## src/rtl/bram_viewer.sv

```systemverilog
// bram_viewer: parametrised block RAM with an edge-driven or auto-scanning address pointer
// and a hex seven-segment readout of the current address and its data word.
`default_nettype none

module bram_viewer #(
  parameter int DATA_W   = 8,
  parameter int ADDR_W   = 5,
  parameter int SCAN_DIV = 50_000_000
) (
  input  logic              clk,
  input  logic              rst,
  input  logic              inc,
  input  logic              dec,
  input  logic              wren,
  input  logic              scan,
  input  logic [DATA_W-1:0] data_i,
  output logic [ADDR_W-1:0] addr_o,
  output logic [DATA_W-1:0] data_o,
  output logic [6:0]        hex0,
  output logic [6:0]        hex1,
  output logic [6:0]        hex2,
  output logic [6:0]        hex3,
  output logic [6:0]        hex4,
  output logic [6:0]        hex5
);

  localparam int DEPTH = 2 ** ADDR_W;
  localparam int CNT_W = $clog2(SCAN_DIV);
  localparam logic [CNT_W-1:0] CNT_LAST = CNT_W'(SCAN_DIV - 1);

  // Bit order in the conditioning pipes: {scan, wren, dec, inc}
  logic [3:0]        sync1_q, sync2_q;
  logic [2:0]        prev_q, pulse_q;
  logic [ADDR_W-1:0] addr_q, addr_d;
  logic [CNT_W-1:0]  cnt_q, cnt_d;
  logic [DATA_W-1:0] data_q;
  logic [DATA_W-1:0] mem [DEPTH] = '{default: '0};

  logic inc_p, dec_p, wr_p, scan_on;
  assign inc_p   = pulse_q[0];
  assign dec_p   = pulse_q[1];
  assign wr_p    = pulse_q[2];
  assign scan_on = sync2_q[3];

  always_ff @(posedge clk or posedge rst) begin
    if (rst) begin
      sync1_q <= '0;
      sync2_q <= '0;
      prev_q  <= '0;
      pulse_q <= '0;
    end else begin
      sync1_q <= {scan, wren, dec, inc};
      sync2_q <= sync1_q;
      prev_q  <= sync2_q[2:0];
      pulse_q <= sync2_q[2:0] & ~prev_q;
    end
  end

  always_comb begin
    addr_d = addr_q;
    cnt_d  = '0;
    if (scan_on) begin
      if (cnt_q == CNT_LAST) begin
        addr_d = addr_q + 1'b1;
      end else begin
        cnt_d = cnt_q + 1'b1;
      end
    end else if (inc_p && !dec_p) begin
      addr_d = addr_q + 1'b1;
    end else if (dec_p && !inc_p) begin
      addr_d = addr_q - 1'b1;
    end
  end

  // The array is deliberately outside the reset domain so contents survive rst.
  always_ff @(posedge clk) begin
    if (wr_p) begin
      mem[addr_q] <= data_i;
    end
  end

  always_ff @(posedge clk or posedge rst) begin
    if (rst) begin
      addr_q <= '0;
      cnt_q  <= '0;
      data_q <= '0;
    end else begin
      addr_q <= addr_d;
      cnt_q  <= cnt_d;
      data_q <= wr_p ? data_i : mem[addr_q];
    end
  end

  assign addr_o = addr_q;
  assign data_o = data_q;

  function automatic logic [6:0] seg7(input logic [3:0] n);
    case (n)
      4'h0:    seg7 = 7'h40;
      4'h1:    seg7 = 7'h79;
      4'h2:    seg7 = 7'h24;
      4'h3:    seg7 = 7'h30;
      4'h4:    seg7 = 7'h19;
      4'h5:    seg7 = 7'h12;
      4'h6:    seg7 = 7'h02;
      4'h7:    seg7 = 7'h78;
      4'h8:    seg7 = 7'h00;
      4'h9:    seg7 = 7'h10;
      4'hA:    seg7 = 7'h08;
      4'hB:    seg7 = 7'h03;
      4'hC:    seg7 = 7'h46;
      4'hD:    seg7 = 7'h21;
      4'hE:    seg7 = 7'h06;
      default: seg7 = 7'h0E;
    endcase
  endfunction

  logic [6:0] dig_data [4];
  logic [6:0] dig_addr [2];

  for (genvar i = 0; i < 4; i++) begin : g_data_digit
    if (4 * i < DATA_W) begin : g_used
      localparam int HI = (4 * i + 3 < DATA_W) ? 4 * i + 3 : DATA_W - 1;
      assign dig_data[i] = seg7(4'(data_q[HI:4*i]));
    end else begin : g_blank
      assign dig_data[i] = 7'h7F;
    end
  end

  for (genvar i = 0; i < 2; i++) begin : g_addr_digit
    if (4 * i < ADDR_W) begin : g_used
      localparam int HI = (4 * i + 3 < ADDR_W) ? 4 * i + 3 : ADDR_W - 1;
      assign dig_addr[i] = seg7(4'(addr_q[HI:4*i]));
    end else begin : g_blank
      assign dig_addr[i] = 7'h7F;
    end
  end

  assign hex0 = dig_data[0];
  assign hex1 = dig_data[1];
  assign hex2 = dig_data[2];
  assign hex3 = dig_data[3];
  assign hex4 = dig_addr[0];
  assign hex5 = dig_addr[1];

endmodule

`default_nettype wire

```

## config.mk

```make
export PLATFORM = sky130hd
export DESIGN_NAME = bram_viewer
export DESIGN_NICKNAME = d
export VERILOG_FILES = /design/src/rtl/bram_viewer.sv
export SDC_FILE = /design/constraint.sdc
export NUM_CORES = 1
export LEC_CHECK = 0
export CAP_MARGIN = 25
export CORE_AREA = 2 2 233 235
export CTS_CLUSTER_SIZE = 10
export DETAILED_ROUTE_END_ITERATION = 6
export DIE_AREA = 0 0 235 237
export GPL_TIMING_DRIVEN = 0
export SLEW_MARGIN = 30
export SYNTH_ARGS = -nofsm -noshare
export SYNTH_HDL_FRONTEND = slang
export SYNTH_SLANG_ARGS = --single-unit
export TNS_END_PERCENT = 5
```

## constraint.sdc

```tcl
create_clock -name clk -period 4.5 [get_ports clk]
set_clock_uncertainty 0.2 [all_clocks]
set_input_delay 0.45 -clock clk [delete_from_list [all_inputs] [get_ports clk]]
set_output_delay 0.45 -clock clk [all_outputs]
set_load 0.01 [all_outputs]
```

==> impl_results.md, run 1 <==
* PwrDens at 596.2 nW/um^2
* Share of layout cells above drive strength 1 at 17.18%
* CP Class: reg -> out
* Post-route setup TNS at 0 ps
* Initial antenna violation count at 5
* CP Max Fanout at 10
* Die width at 235 um
* Synth area leaders: edfxtp_1 (58%), dfrtp_1 (10%), mux4_2 (9.4%)
* TritonCTS buffer count at 37
* FF+latch count, synth at 309
* Slew @ Worst Pin at 957.1 ps
* I/O Buffers at 51
* Synth Area in Compound Gates at 4.412%
* Core Area at 53,280 um^2
* H-tree depth at 2
* Synth Area in XOR/XNOR at 1.664%
* Unrepaired setup endpoints after global routing: false
* Vias in the first global route at 7,466
* Synth Instances at 821
* Largest family of logic cells by synthesized area: multiplexers
* Overall power at 0.009328 W
* TritonCTS clock tree: done
* Root buf cell: clkbuf_16
* Library cells used by synthesis at 58
* Status: completed
* Nets@finish at 961
* Hold/Removal Path Class: reg -> reg
* FFs w/ async S/R, synth at 17.15%
* Max Cap Viol at 0
* Worst VDD drop at 0.2691 mV
* Final ANT Viol Nets at 0
* Critical R2R Launch: addr_o[2]
* Endpoints failing hold at 0
* Post-synthesis mux area share at 12.28%
* Gp weighted congestion at 0.8167
* CTS clock-pin slew for the worst setup and hold paths at 60 ps
* P&R area growth vs syn at 18.89%
* Setup crit start: addr_o[0]
* Cell Area, Synth at 13,160 um^2
* Post-synth EDFFs at 256
* Max Root-Sink Buffers at 3
* Drt pass-1 iters at 5
* Commonest cells after routing, fill and taps aside: edfxtp_1 (256), nor2_1 (77), mux4_2 (55)
* Adder-cell share of the synthesized area at 1.807%
* Post-synthesis simple-gate area fraction at 7.968%
* IO Pins at 69
* Vias/cell at 4.520
* DRC viols at 0
* WL/cell at 18.88 um
* Synth Flop Type: edfxtp_1
* Final wirelength at 30.99 mm
* WP data required at 3850 ps
* Worst endpoint data arrival time at 3610 ps
* Crit end category: primary output
* Commonest non-fill, non-tap cell in the layout: edfxtp_1
* CP Launch Type: flip-flop
* Ys Warns at 0
* R2R Setup Slk at 720 ps
* Setup Buffers After CTS at 0
* Full die area at 55,700 um^2
* Total Routing Usage GR at 11.05%
* Post-synth top area share at 58.42%
* CTS Sinks at 309
* Resized Gates After CTS at 0
* Mean Syn Cell Area at 16.03 um^2
* Largest net degree at the start of global routing at 47
* Clk_lat worst skew at 520 ps
* Max-slew violation count at 0
* Tmin final at 4261 ps
* Seq/Total Area, Yosys at 68.50%
* Final Cycle Share at 94.69%
* Total number of vias at 7,417
* Setup violators final at 0
* Row cnt at 85
* Fmax at 234.7 MHz
* DRT iter0 DRCs at 759
* Post-DP HPWL at 20.25 mm
* First-pass GRT wire length at 47.00 mm
* Total grt overflow at 0
* Cts hold-fix bufs at 1
* Chip Height at 237 um
* Initial Util at 24.70%
* Leak Pwr at 5.327 nW
* Slew headroom at 36.19%
* Synth area leader: edfxtp_1
* HP Start: sync1_q[2]
==> worst paths after layout <==
| path | end | depth (start not counted) |
|---|---|---|
| min in group asynchronous | data_o[0] | 3 |
| max in group asynchronous | prev_q[0] | 4 |
| min reg2reg | sync2_q[2] | 0 |
| max | hex4[1] | 9 |
| min | sync2_q[2] | 0 |
| max reg2reg | mem[4][4] | 5 |
==> final cells by class <==
type / count / area, um^2
Antenna cell: 2 / 5.005
Buffer: 59 / 361.6
Clock buffer: 49 / 980.9
Clock inverter: 5 / 53.80
Fill cell: 5209 / 37640
Inverter: 20 / 77.57
Multi-Input combinational cell: 448 / 3774
Sequential cell: 309 / 9014
Tap cell: 696 / 870.8
Timing Repair Buffer: 53 / 508.0
==> stage by stage <==
step	instances	setup slack [ps]	util [%]	cell area, um^2	hold slack [ps]
after floorplan	836	1684	-	13220	131.2
after global placement	1583	769.6	27.39	14600	136.3
after detailed placement	1584	766.3	27.39	14590	135.6
after CTS	1639	194.0	29.35	15640	146.7
after global routing	1640	53.08	29.36	15640	154.8
final	1641	239.1	29.36	15650	145.2
==> per-layer routing <==
| layer | wire length (um) | up-vias | global-route usage, % |
|---|---|---|---|
| met4 | 702 | 8 | 3.165 |
| met3 | 2579 | 58 | 2.949 |
| li1 | - | 3322 | - |
| met1 | 13100 | 3736 | 14.61 |
| met2 | 14550 | 293 | 17.82 |
| met5 | 47 | - | 0 |
==> cell usage after synthesis, types with 2 or more instances <==
library cell	count
buf_4	25
nand4_1	8
o211ai_1	2
nand3_1	22
or3_1	5
xnor2_1	14
nor2b_1	17
clkbuf_1	16
buf_1	6
mux2_2	5
conb_1	2
dfrtp_1	53
edfxtp_1	256
nor2_1	78
nor3_1	3
a32o_1	4
a221oi_1	2
and2_1	4
mux4_2	55
buf_2	7
o21ai_0	10
xor2_1	11
buf_6	5
nor4b_1	2
ha_1	19
a32oi_1	4
mux2i_1	32
a22o_1	7
nor4_1	2
nand2_1	50
inv_1	20
a31oi_1	7
a21oi_1	17
nand2b_1	4
a22oi_1	13
o22ai_1	4
and3_1	9
==> flip-flops by register name, indices dropped and copies added, names as in the netlist <==
| name | flops |
|---|---|
| mem | 256 |
| cnt_q | 26 |
| data_o | 8 |
| addr_o | 5 |
| sync1_q | 4 |
| sync2_q | 4 |
| prev_q | 3 |
| pulse_q | 3 |
==> kinds of logic (layout without fill, tap and decap cells) <==
family	count (synthesis)	count (layout)
flops	309	309
simple gates	215	215
mux	92	92
compound gates	80	80
buf+inv	79	186
xor+xnor	25	25
fa+ha+maj	19	19
other cells	2	19
==> worst max-delay path, stage by stage, from the launching register on <==
cell	delay [ps]
dfrtp_1	480
buf_6	240
buf_4	290
buf_6	220
buf_2	320
inv_1	150
ha_1	380
mux2_2	280
a32o_1	220
clkdlybuf4s50_1	490
==> report_power, final <==
part / internal [W] / switching, W
registers: 0.00325 / 0.000148
clock network: 0.00152 / 0.00107
logic: 0.00151 / 0.00183
total: 0.00628 / 0.00305
No activity file was read; power rests on OpenSTA's default activity.
==> run 2: changes to the inputs <==
--- a/config.mk
+++ b/config.mk
@@ -11,7 +11,7 @@
 export DETAILED_ROUTE_END_ITERATION = 6
 export DIE_AREA = 0 0 235 237
 export GPL_TIMING_DRIVEN = 0
-export SLEW_MARGIN = 30
+export SLEW_MARGIN = 40
 export SYNTH_ARGS = -nofsm -noshare
 export SYNTH_HDL_FRONTEND = slang
 export SYNTH_SLANG_ARGS = --single-unit
==> run 2 against run 1 <==
Effect of this change: maximum frequency is 0.49% lower; sequential cell count stayed put; via count is 0.50% lower; largest cell class unchanged; clock power hardly changed; routed wire length grew 1.7%.
==> impl_results.md, run 2 (same netlist as run 1, synthesis figures left out) <==
* Status: completed (unchanged)
* Initial antenna violation count at 5 (unchanged)
* Overall power at 0.009361 W (was 0.009328 W)
* Row cnt at 85 (unchanged)
* Tmin final at 4282 ps (was 4261 ps)
* Unrepaired setup endpoints after global routing: false (unchanged)
* Total grt overflow at 0 (unchanged)
* CTS clock-pin slew for the worst setup and hold paths at 60 ps (about the same)
* Final ANT Viol Nets at 0 (unchanged)
* WP data required at 3850 ps (about the same)
* Post-route cell area at 15,650 um^2 (unchanged)
* Max-slew violation count at 0 (unchanged)
* Drt pass-1 iters at 5 (unchanged)
* Full die area at 55,700 um^2 (unchanged)
* Setup violators final at 0 (unchanged)
* Crit end category: primary output (unchanged)
* Worst VDD drop at 0.2632 mV (was 0.2691 mV)
* Nets@finish at 960 (was 961)
* Gp weighted congestion at 0.8167 (unchanged)
* Max Root-Sink Buffers at 3 (unchanged)
* TritonCTS buffer count at 37 (unchanged)
* WL/cell at 19.24 um (was 18.88 um)
* First-pass GRT wire length at 47.13 mm (was 47.00 mm)
* Final wirelength at 31.51 mm (was 30.99 mm)
* Crit-path leading delay family: buffers and inverters (unchanged)
* Worst hold slack at 29.15 ps (was 145.2 ps)
* Root buf cell: clkbuf_16 (unchanged)
* P&R area growth vs syn at 18.89% (unchanged)
* Max reg flops at 256 (unchanged)
* Crit path cell chain: buf_6, buf_4, buf_6, buf_2, inv_1, ha_1, mux2_2, a32o_1, clkdlybuf4s50_1 (unchanged)
* TritonCTS clock tree: done (unchanged)
* Met2 usage at 17.67% (was 17.82%)
* Met3 usage at 3.101% (was 2.949%)
* Slew headroom at 43.17% (was 36.19%)
* Final Cycle Share at 95.15% (was 94.69%)
* Critical R2R Launch: addr_o[2] (unchanged)
* Hold/Removal Path Class: in -> async (was reg -> reg)
* Die width at 235 um (unchanged)
* R2R Setup Slk at 820 ps (was 720 ps)
* Max Cap Viol at 0 (unchanged)
* Total Routing Usage GR at 11.13% (was 11.05%)
* Most flops, register: mem (unchanged)
* Leak Pwr at 5.318 nW (was 5.327 nW)
* Pre-CTS setup slack at 753.4 ps (was 766.3 ps)
* Endpoints failing hold at 0 (unchanged)
* Clk_lat worst skew at 530 ps (was 520 ps)
* I/O Buffers at 51 (unchanged)
* CTS Sinks at 309 (unchanged)
* DRT iter0 DRCs at 755 (was 759)
* Crit path buffers/inverters at 6 (unchanged)
* Total number of vias at 7,380 (was 7,417)
* CP max-delay cell: dfrtp_1 (was clkdlybuf4s50_1)
* DRC viols at 0 (unchanged)
* Post-route setup TNS at 0 ps (unchanged)
* Share of layout cells above drive strength 1 at 18.81% (was 17.18%)
* PwrDens at 598.4 nW/um^2 (was 596.2 nW/um^2)
* Worst-case reg-to-reg path depth at 5 (unchanged)
* H-tree depth at 2 (unchanged)
* Vias/cell at 4.505 (was 4.520)
* Post-DP Area at 14,600 um^2 (was 14,590 um^2)
* Largest net degree at the start of global routing at 34 (was 47)
* Fmax at 233.6 MHz (was 234.7 MHz)
* Initial Util at 24.70% (unchanged)
* Slew @ Worst Pin at 849.4 ps (was 957.1 ps)
* GR peak layer: met2 (unchanged)
* CP Class: reg -> out (unchanged)
* Top cell by count, worst path: buf_6 (unchanged)
* Worst endpoint data arrival time at 3630 ps (was 3610 ps)
* Chip Height at 237 um (unchanged)
* Vias in the first global route at 7,504 (was 7,466)
* GR Util met1 at 14.62% (was 14.61%)
* Max stage delay on crit path at 500 ps (was 490 ps)
* Fill count at 5,201 (was 5,209)
* CP Max Fanout at 10 (unchanged)
* Core Area at 53,280 um^2 (unchanged)
* Cts hold-fix bufs at 0 (was 1)
* Commonest cells after routing, fill and taps aside: edfxtp_1 (256), nor2_1 (65), mux4_2 (55) (was edfxtp_1 (256), nor2_1 (77), mux4_2 (55))
* Critical R2R Capture: mem[4][4] (unchanged)
* IO Pins at 69 (unchanged)
* Commonest non-fill, non-tap cell in the layout: edfxtp_1 (unchanged)
* CP Launch Type: flip-flop (unchanged)
* PnR worst setup slack at 218.3 ps (was 239.1 ps)
* Post-DP HPWL at 20.33 mm (was 20.25 mm)
-- run 2: changes by cell type in the layout (fill, tap and decap cells not counted), sizes merged --
cell,before,now
clkinvlp,0,1
clkinv,4,3
clkbuf,65,64
diode,2,1
dlygate4sd3,1,0
-- run 2: layout make-up --
class	instances	area (um^2)	area share, %
antenna	1	2.502	0.01599
buffer	59	365.4	2.335
clock buffer	48	967.2	6.182
clock inverter	5	53.80	0.3439
inverter	20	77.57	0.4958
multi-input combinational	448	3804	24.31
sequential	309	9014	57.61
tap	696	870.8	5.566
timing repair buffer	52	490.5	3.135
-- run 2: how the worst max path moves through the flow --
| stage | start | endpoint | slack [ps] | depth (start not counted) |
|---|---|---|---|---|
| after CTS | addr_o[0] | hex4[1] | 180 | 9 |
| final | addr_o[0] | hex4[1] | 220 | 9 |
| after global placement | addr_o[0] | hex4[1] | 770 | 9 |
| after floorplan | addr_o[0] | hex4[1] | 1680 | 8 |
| after global routing | addr_o[0] | hex4[1] | 60 | 9 |
| after detailed placement | addr_o[0] | hex4[1] | 750 | 9 |
-- run 2: power breakdown --
part | switching [W] | total, W | leakage, nW | internal (W)
sequential | 0.000150 | 0.00340 | 2.98 | 0.00325
combinational | 0.00185 | 0.00336 | 1.84 | 0.00151
clock | 0.00110 | 0.00260 | 0.491 | 0.00150
-- run 2: routing by layer --
metal / part of all wire (%) / vias up
met2: 46 / 289
met4: 2.8 / 8
met3: 7.9 / 61
li1: - / 3309
met1: 43 / 3713
met5: 0.14 / -
-- run 2: stage by stage --
step | util [%] | instances
after floorplan | - | 836
after global placement | 27.39 | 1583
after detailed placement | 27.39 | 1584
after CTS | 29.31 | 1637
after global routing | 29.36 | 1638
final | 29.36 | 1638
-- run 2: timing repair --
item	4_1_cts	5_1_grt
setup endpoints to repair	0	1
resized for setup	0	2
buffers inserted	0	0
